**config.mk**
```make
export PLATFORM = sky130hd
export DESIGN_NAME = multiword_subtractor
export DESIGN_NICKNAME = d
export VERILOG_FILES = /design/src/rtl/multiword_subtractor.sv
export SDC_FILE = /design/constraint.sdc
export NUM_CORES = 1
export LEC_CHECK = 0
export CORE_MARGIN = 8
export CORE_UTILIZATION = 45
export CTS_BUF_LIST = sky130_fd_sc_hd__clkbuf_4
export DETAILED_ROUTE_END_ITERATION = 10
export PLACE_DENSITY = 0.87
export SYNTH_ARGS = -nofsm -noshare
export SYNTH_HDL_FRONTEND = slang
export SYNTH_SLANG_ARGS = --single-unit
```
**constraint.sdc**
```tcl
create_clock -name clk -period 3.53 [get_ports clk]
set_input_delay 0.353 -clock clk [delete_from_list [all_inputs] [get_ports clk]]
set_output_delay 0.353 -clock clk [all_outputs]
set_load 0.05 [all_outputs]
```
**src/rtl/multiword_subtractor.sv**
```systemverilog
// Multi-limb unsigned subtractor: one W-bit limb per cycle, LSB first.
// Ports: clk, rst (sync, active-high); first_term, second_term, borrow_in,
//   in_valid/in_ready (input handshake); difference, borrow_out,
//   out_valid/out_ready (output handshake).
// Optional: define MULTIWORD_SUBTRACTOR_FLAGS_EN to add zero/overflow outputs.
module multiword_subtractor #(
  parameter int N = 32,
  parameter int W = 8
) (
  input  logic         clk,
  input  logic         rst,
  input  logic [N-1:0] first_term,
  input  logic [N-1:0] second_term,
  input  logic         borrow_in,
  input  logic         in_valid,
  output logic         in_ready,
  output logic [N-1:0] difference,
  output logic         borrow_out,
`ifdef MULTIWORD_SUBTRACTOR_FLAGS_EN
  output logic         zero,
  output logic         overflow,
`endif
  output logic         out_valid,
  input  logic         out_ready
);

  localparam int K  = N / W;
  localparam int IW = (K > 1) ? $clog2(K) : 1;
  localparam logic [IW-1:0] LAST = IW'(K - 1);

  typedef enum logic [1:0] {
    IDLE,
    RUN,
    DONE
  } state_t;

  state_t state, state_nxt;

  logic [N-1:0]  a_q;
  logic [N-1:0]  b_q;
  logic [IW-1:0] idx;
  logic          brw;

  logic [W-1:0]  a_limb;
  logic [W-1:0]  b_limb;
  logic [W-1:0]  d_limb;
  logic          limb_brw;
  logic [N-1:0]  diff_nxt;
  logic          last;
  logic          in_hs;
  int            off;

  // Current limb: W+1-bit subtract so the top bit is the borrow out.
  always_comb begin
    off      = int'(idx) * W;
    a_limb   = a_q[off +: W];
    b_limb   = b_q[off +: W];
    {limb_brw, d_limb} = {1'b0, a_limb} - {1'b0, b_limb}
                       - {{W{1'b0}}, brw};
    diff_nxt = difference;
    diff_nxt[off +: W] = d_limb;
    last     = (idx == LAST);
  end

  always_ff @(posedge clk) begin
    if (rst) state <= IDLE;
    else     state <= state_nxt;
  end

  always_comb begin
    state_nxt = state;
    in_ready  = 1'b0;
    out_valid = 1'b0;
    unique case (state)
      IDLE: begin
        in_ready = 1'b1;
        if (in_valid) state_nxt = RUN;
      end
      RUN: begin
        if (last) state_nxt = DONE;
      end
      DONE: begin
        out_valid = 1'b1;
        if (out_ready) state_nxt = IDLE;
      end
      default: state_nxt = IDLE;
    endcase
  end

  assign in_hs = in_valid & in_ready;

  always_ff @(posedge clk) begin
    if (rst) begin
      a_q        <= '0;
      b_q        <= '0;
      brw        <= 1'b0;
      idx        <= '0;
      difference <= '0;
      borrow_out <= 1'b0;
`ifdef MULTIWORD_SUBTRACTOR_FLAGS_EN
      zero       <= 1'b0;
      overflow   <= 1'b0;
`endif
    end else if (in_hs) begin
      a_q <= first_term;
      b_q <= second_term;
      brw <= borrow_in;
      idx <= '0;
    end else if (state == RUN) begin
      difference <= diff_nxt;
      brw        <= limb_brw;
      idx        <= last ? '0 : idx + IW'(1);
      if (last) begin
        borrow_out <= limb_brw;
`ifdef MULTIWORD_SUBTRACTOR_FLAGS_EN
        zero       <= (diff_nxt == '0);
        // Signed overflow: operand signs differ and the result sign
        // disagrees with the minuend sign.
        overflow   <= (a_q[N-1] ^ b_q[N-1])
                    & (d_limb[W-1] ^ a_q[N-1]);
`endif
      end
    end
  end

endmodule
```
Word level (Yosys, flattened, before mapping) --
Cells that the tools add are included.
Operators by class: multiplexer cells 10, reductions and logical operators 6, multiply operators 0, bitwise gates (word level) 2, add/sub/neg operators 4, div/mod/pow operators 0, $lt $le $gt $ge 0, eq/ne operators 6, shifts and indexed selects 4
Operators by type and width (number):
- variable part select 32 x 6 -> 8 bit | 2
- negator 5 -> 33 bit | 1
- variable shift 8 x 33 -> 32 bit (first input constant) | 1
- variable part select 8 x 33 -> 32 bit | 1
- bitwise mux 32 bit | 1
- subtractor 8 x 8 -> 9 bit | 1
- subtractor 9 x 1 -> 9 bit | 1
- 2-to-1 mux 2 bit | 4
- != test 2 bit (second input constant) | 3
- one-hot mux 2 bit (3 select lines) | 1
- AND reduction 3 bit | 2
- equality test 2 bit (second input constant) | 2
- 2-to-1 mux 1 bit | 4
- adder 2 x 1 -> 2 bit (second input constant) | 1
- equality test 2 x 1 -> 1 bit (second input constant) | 1
- logical NOT 2 bit | 1
- AND reduction 2 bit | 1
- nonzero test 2 bit | 1
- OR reduction 2 bit | 1
- bitwise AND 1 bit | 1
- inverter 1 bit | 1
Word-level totals: memories kept 0, latch bits 0, ROM bits 0, bits in writable memories 0, logic and storage cells 39, bits of input ports 69, output and inout port bits 35, register bits after elaboration 102

Longest topological paths before layout --
Gate-level depths: netlist of the first run.
depth in word-level cells 5, gate-level depth with buffers 12, gate-level depth less buffers 10

Worst setup path before layout of the first run --
OpenSTA, ideal clock, no wires.
path type flip-flop to flip-flop, start point register idx[0], end point register brw, path buffers 2, slack 168 ps, library setup time 79 ps, period minus slack after synthesis 3362 ps, data arrival time 3283 ps, stages on the path, launching flop included 12, required time 3451 ps, cells stage by stage dfxtp_1 -> buf_2 -> buf_2 -> mux4_2 -> ha_1 -> inv_1 -> ha_1 -> or3_1 -> o22ai_1 -> o21ai_0 -> or4_1 -> o211ai_1
On the way: word-level cells in the longest chain between the ends 5, elaborated cells on any way between the ends 6, those cells by class add/sub (2); shift (2); mux (2)
Ends and longest elaborated chain:
- start, declared | RTL line 41 | logic [IW-1:0] idx;
- start signal, assigned | RTL line 112 | idx <= last ? '0 : idx + IW'(1);
- variable part select 32 x 6 -> 8 bit, on equally long branches | RTL line 56, 57
- subtractor 8 x 8 -> 9 bit * | RTL line 58 | {limb_brw, d_limb} = {1'b0, a_limb} - {1'b0, b_limb}
- subtractor 9 x 1 -> 9 bit * | RTL line 59 | - {{W{1'b0}}, brw};
- 2-to-1 mux 1 bit * | RTL line 109 | end else if (state == RUN) begin
- 2-to-1 mux 1 bit * | RTL line 104 | end else if (in_hs) begin
- end signal, assigned | RTL line 107 | brw <= borrow_in;
- end signal, assigned | RTL line 111 | brw <= limb_brw;
- end, declared | RTL line 42 | logic brw;
Every way passes the cells marked *; elsewhere a longest branch is shown, timed or not. The select of a mux whose other input is x is not followed. A chain may end at the register's enable or synchronous reset.

Worst setup path in the final report of the first run --
start point register idx[0], end point register difference[22]
On the way: word-level cells in the longest chain between the ends 5, elaborated cells on any way between the ends 8, those cells by class add/sub (3); shift (4); mux (1)
Ends and longest elaborated chain:
- variable part select 32 x 6 -> 8 bit, on equally long branches | RTL line 56, 57
- subtractor 8 x 8 -> 9 bit | RTL line 58
- subtractor 9 x 1 -> 9 bit | RTL line 59
- variable part select 8 x 33 -> 32 bit | RTL line 61 | diff_nxt[off +: W] = d_limb;
- bitwise mux 32 bit * | RTL line 61
- end signal, assigned | RTL line 110 | difference <= diff_nxt;
- end, declared | RTL line 17 | output logic [N-1:0] difference,
Every way passes the cells marked *; elsewhere a longest branch is shown, timed or not.

==> summary.md, run 1 <==
| Metric | Value |
|---|---|
| Clock sinks | `102` |
| Hold Crit Start | `second_term[22]` |
| Post-Syn Area | `about 4500 um^2` |
| Commonest non-fill, non-tap cell in the layout | `nand2_1` |
| Maximum vdd drop | `roughly 0.00019 V` |
| FILL cells | `785` |
| CTS Buffer Depth | `2` |
| Status | `complete, no violations` |
| Final Max Tran Viols | `0` |
| P per Cell Area | `between 400 and 500 nW/um^2` |
| Worst clock skew | `about 15 ps` |
| Worst Path Required | `~3900 ps` |
| DR vias/cell | `5.40` |
| Final instance area | `5770 um^2` |
| CTS tree | `yes` |
| Hpwl dp | `9.03 mm` |
| Reg clk slew, reported paths | `160 ps` |
| Number of global-route vias before repair | `approximately 4000` |
| Crit Path Max Fanout | `15` |
| Critical Setup Path Class | `register to register` |
| Top-Level Pins | `around 100` |
| RSZ-0062 raised after global routing | `no` |
| Worst hold margin | `412 ps` |
| Share of cells above drive strength 1 | `0.0736` |
| Tightest Pin Transition | `1110 ps` |
| Max Freq | `308 MHz` |
| Die ar. | `13300 um^2` |
| Leakage | `0.00214 uW` |
| EDFF count, synth | `0` |
| Htree depth | `3` |
| CTS root buf | `clkbuf_4` |
| DR iter-0 viols | `about 340` |
| Post-route minimum period | `3250 ps` |
| Setup-failing EPs final | `0` |
| Core area | `9680 um^2` |
| Hold WC Path Type | `input pin to register` |
| Commonest cells after routing, fill and taps aside | `nand2_1 (139), dfxtp_1 (102), clkdlybuf4s50_1 (102)` |
| Post-DP Area | `5580 um^2` |
| Setup TNS | `0 ps` |
| Routed via count | `4023` |
| Remaining DRCs | `0` |
| Postcts setup bufs | `0` |
| Hold buffer count at CTS | `0` |
| Site Rows | `36` |
| Post-synth top area cell | `dfxtp_1` |
| Post-cts resize count | `0` |
| Largest net degree at the start of global routing | `67` |
| Yosys warnings | `0` |
| Initial antenna violation count | `1` |
| Worst-skew pair later-pin latency | `between 400 and 500 ps` |
| First-pass GRT wire length | `19.3 mm` |
| Die Width | `115 um` |
| CTS buffer count | `9` |
| Final hold violation count | `0` |
| PortBufs | `103` |
| Startpoint types | `register` |
| FF-to-FF Start | `idx[0]$_SDFFE_PP0P_` |
| Max Cap Viol | `0` |
| Synth area leaders | `dfxtp_1 (46%), nand2_1 (12%), mux4_2 (8.1%)` |
| Tot Pwr | `2600 uW` |
| Total grt overflow | `0` |
| Post-synth ARST share | `0` |
| Tcrit/Tclk final | `0.921` |
| Share of the synthesized area in the top cell type | `0.459` |
| Top_reg_cell synth | `dfxtp_1` |
| Worst setup path start | `idx[0]$_SDFFE_PP0P_` |
| Syn nets | `a little over 600` |
| Relative slew slack | `0.257` |
| Total Routing Usage GR | `0.181` |
| Placer Congestion | `0.876` |
| Cells after Synth | `516` |
| FF+latch count, synth | `102` |
| Post-DRT Antenna Nets | `0` |
| Worst EP arrival | `3660 ps` |
| Initial Utilization | `0.460` |
| Post-synthesis cell type count | `39` |
| Avg WL per Cell | `16.1 um` |
| Critical path capture point type | `register` |
| Register area share after synthesis | `0.459` |
| Syn avg cell area | `8.63 um^2` |
| DR pass1 iterations | `7` |
| R2R setup slack | `280 ps` |
| Die H | `115 um` |
| Routed WL | `12.0 mm` |
| Area grow syn2layout | `29.5%` |
| Nets | `695` |
## registers in the layout, summed over array words and instances, names as in the netlist
| register | count |
|---|---|
| a_q | 32 |
| b_q | 32 |
| borrow_out | 1 |
| brw | 1 |
| difference | 32 |
| idx | 2 |
| state | 2 |
## metal layers
layer  global-route usage  part of all wire
met5                    0                 0
met4               0.0701             0.020
met3               0.0495             0.073
met2                0.306              0.49
met1                0.215              0.42
## synth_stat cells (all sizes together), types with 3 or more instances
cell type,count
xnor2,4
nand2,140
ha,18
a22oi,27
clkbuf,22
a32oi,4
inv,28
buf,8
mux4,16
o21ai,6
nor4,3
dfxtp,102
nor2,35
nand2b,3
nand3,4
a21oi,71
## power breakdown
part | leakage (uW) | switching, uW | internal [uW]
Combinational | 0.00122 | 349 | 241
Sequential | 0.000833 | 37.3 | 1210
Clock | 0.0000969 | 400 | 362
## logic make-up after synthesis
group,count (synthesis),synth area share
adders and majority gates,20,0.0596
DFF,102,0.459
and+or+nand+nor,195,0.179
buffers and inverters,59,0.0506
xor gates and xnor gates,6,0.0118
AOI/OAI and AO/OA,117,0.157
muxes,17,0.0832
## layout make-up
class	instances	area [um^2]	area share
antenna	1	2.50	0.000434
clock buffer	9	67.6	0.0117
inverter	29	109	0.0189
multi-input combinational	355	2190	0.379
timing repair buffer	109	1070	0.186
clock inverter	7	120	0.0208
tap	133	166	0.0289
sequential	102	2040	0.354
## stage by stage
step,std cells,util,setup WS (ps)
3_3_place_gp,728,0.576,508
6_report,745,0.595,278
4_1_cts,744,0.595,288
5_1_grt,745,0.595,67.6
2_1_floorplan,516,-,168
3_5_place_dp,728,0.576,323
## worst max-delay path: stages, from the launching register on
cell      delay (ps)
dfxtp_1          350
buf_4            270
mux4_2           530
inv_1             80
fa_1             220
inv_1             70
fa_1             420
a21boi_0         360
o22ai_1          220
xnor2_1          400
a22oi_1          130
nor2_1           130
## path summary, 6_finish.rpt
kind	to	depth (start not counted)
min	b_q[22]$_SDFFE_PP0P_	3
max	difference[22]$_SDFFE_PP0P_	11
max reg2reg	difference[22]$_SDFFE_PP0P_	11
min reg2reg	a_q[12]$_SDFFE_PP0P_	2
Note: power is estimated with default switching activity, not from simulation.
==> run 2: changes to the inputs <==
Settings changed: CTS_BUF_LIST sky130_fd_sc_hd__clkbuf_4 to default, HOLD_SLACK_MARGIN from default to 0.12.
==> summary.md, run 2 (synthesis gave the netlist of run 1 again) <==
| Metric | Value |
|---|---|
| Hpwl dp | `9.03 mm (unchanged)` |
| Die H | `115 um (unchanged)` |
| Area of the multi-input gates | `2190 um^2 (unchanged)` |
| Status | `complete, no violations` |
| CTS buffer count | `9 (unchanged)` |
| Hold buffer count at CTS | `0 (unchanged)` |
| Worst EP arrival | `3430 ps (-230 ps)` |
| Placer Congestion | `0.876 (unchanged)` |
| Top-Level Pins | `104 (unchanged)` |
| PortBufs | `103 (unchanged)` |
| Total grt overflow | `0 (unchanged)` |
| Post-route minimum period | `3180 ps (-67.2 ps)` |
| Remaining DRCs | `0 (unchanged)` |
| First-pass GRT wire length | `19.2 mm (-0.61%)` |
| Leakage | `0.00217 uW (+1.1%)` |
| Hold WC Path Type | `register to register` |
| Total Routing Usage GR | `0.180 (-0.00132)` |
| Final hold violation count | `0 (unchanged)` |
| Post-DRT Antenna Nets | `0 (unchanged)` |
| Worst clock skew | `11.2 ps (-3.53 ps)` |
| Biggest regs | `a_q x32, b_q x32, difference x32` |
| Final Max Tran Viols | `0 (unchanged)` |
| CTS tree | `yes` |
| Die Width | `115 um (unchanged)` |
| Worst-skew pair later-pin latency | `370 ps (-100 ps)` |
| CTS Buffer Depth | `2 (unchanged)` |
| RSZ-0062 raised after global routing | `no` |
| DR pass1 iterations | `5 (-2)` |
| Initial antenna violation count | `0 (-1)` |
| Avg WL per Cell | `15.9 um (-1.5%)` |
| Commonest cells after routing, fill and taps aside | `nand2_1 (139), dfxtp_1 (102), clkdlybuf4s50_1 (102)` |
| Max Freq | `314 MHz (+2.1%)` |
| Ant diodes | `0 (-1)` |
| Setup TNS | `0 ps (unchanged)` |
| Critical path capture point type | `register` |
| Core area | `9680 um^2 (unchanged)` |
| Critical Setup Path Class | `register to register` |
| Setup-failing EPs final | `0 (unchanged)` |
| Routed via count | `3980 (-1.1%)` |
| Largest net degree at the start of global routing | `67 (unchanged)` |
| Initial Utilization | `0.460 (unchanged)` |
| Nets | `695 (unchanged)` |
| DR vias/cell | `5.35 (-0.94%)` |
| Crit Path Max Fanout | `15 (unchanged)` |
| P per Cell Area | `467 nW/um^2 (+3.6%)` |
| Reg clk slew, reported paths | `100 ps (-60 ps)` |
| Startpoint types | `register` |
| Relative slew slack | `0.254 (-0.00254)` |
| Max Cap Viol | `0 (unchanged)` |
| Die ar. | `13300 um^2 (unchanged)` |
| CTS root buf | `clkbuf_8` |
| Site Rows | `36 (unchanged)` |
| Maximum vdd drop | `0.000210 V (+12%)` |
| Routed WL | `11.8 mm (-1.6%)` |
| Clock sinks | `102 (unchanged)` |
| Commonest non-fill, non-tap cell in the layout | `nand2_1` |
| Area grow syn2layout | `30.7%` |
| Worst Path Required | `3770 ps (-170 ps)` |
| Tcrit/Tclk final | `0.902 (-0.0190)` |
| Number of global-route vias before repair | `4014 (-0.37%)` |
| Register area | `2040 um^2 (unchanged)` |
| FILL cells | `772 (-1.7%)` |
| Share of cells above drive strength 1 | `0.0736 (unchanged)` |
| Htree depth | `3 (unchanged)` |
| DR iter-0 viols | `290 (-14%)` |
| Tightest Pin Transition | `1110 ps (+3.80 ps)` |
| Worst hold margin | `461 ps (+48.7 ps)` |
-- run 2: changes by cell type in the layout (fill, tap and decap cells not counted), sizes merged --
cell   change
diode      -1
-- run 2: final timing paths --
path	start	to	slack, ps	cells past startpoint
worst max-delay path	idx[0]$_SDFFE_PP0P_	difference[23]$_SDFFE_PP0P_	350	10
worst min-delay path	a_q[12]$_SDFFE_PP0P_	a_q[12]$_SDFFE_PP0P_	460	2
worst max register to register	idx[0]$_SDFFE_PP0P_	difference[23]$_SDFFE_PP0P_	350	10
worst min register to register	a_q[12]$_SDFFE_PP0P_	a_q[12]$_SDFFE_PP0P_	460	2
-- run 2: report_power, final --
group	switching, uW	total (uW)	internal [uW]
combinational	347	588	241
clock	410	885	475
sequential	36.8	1250	1210
total	794	2720	1930
-- run 2: stage by stage --
step	instances	total power [uW]	setup WS (ps)	cell area (um^2)	util
after floorplan	516	1640	168	4450	-
after detailed placement	728	1850	323	5580	0.576
after global routing	744	2830	114	5820	0.601
final	744	2720	346	5820	0.601
after global placement	728	1820	508	5580	0.576
after CTS	744	2710	292	5820	0.601
-- run 2: layer usage --
metal	track usage	share of wire	wire, um
met5	0	0	0
met2	0.305	0.48	5720
met3	0.0453	0.061	727
met1	0.214	0.43	5100
met4	0.0701	0.024	282
-- run 2: cell type report --
type	instances	share of cell area
Multi-Input combinational cell	355	0.376
Clock inverter	7	0.0206
Clock buffer	9	0.0213
Timing Repair Buffer	109	0.184
Tap cell	133	0.0286
Inverter	29	0.0187
Sequential cell	102	0.351
-- run 2: critical path: stages (launching register included) --
cell and delay, ps:
dfxtp_1 320, buf_4 270, mux4_2 540, ha_1 290, inv_1 40, ha_1 360
a21o_1 240, a211o_1 250, a221oi_2 300, xor2_1 300, o21ai_0 160
-- run 2: timing repair --
action,4_1_cts,5_1_grt
setup endpoints to repair,0,1
resized for setup,0,1
setup buffers,0,0
==> run 3: changes to the inputs <==
Settings changed: GPL_ROUTABILITY_DRIVEN from default to 0.
==> results of run 3 <==
No change in the layout: final DEF, timing and power equal those of run 2.
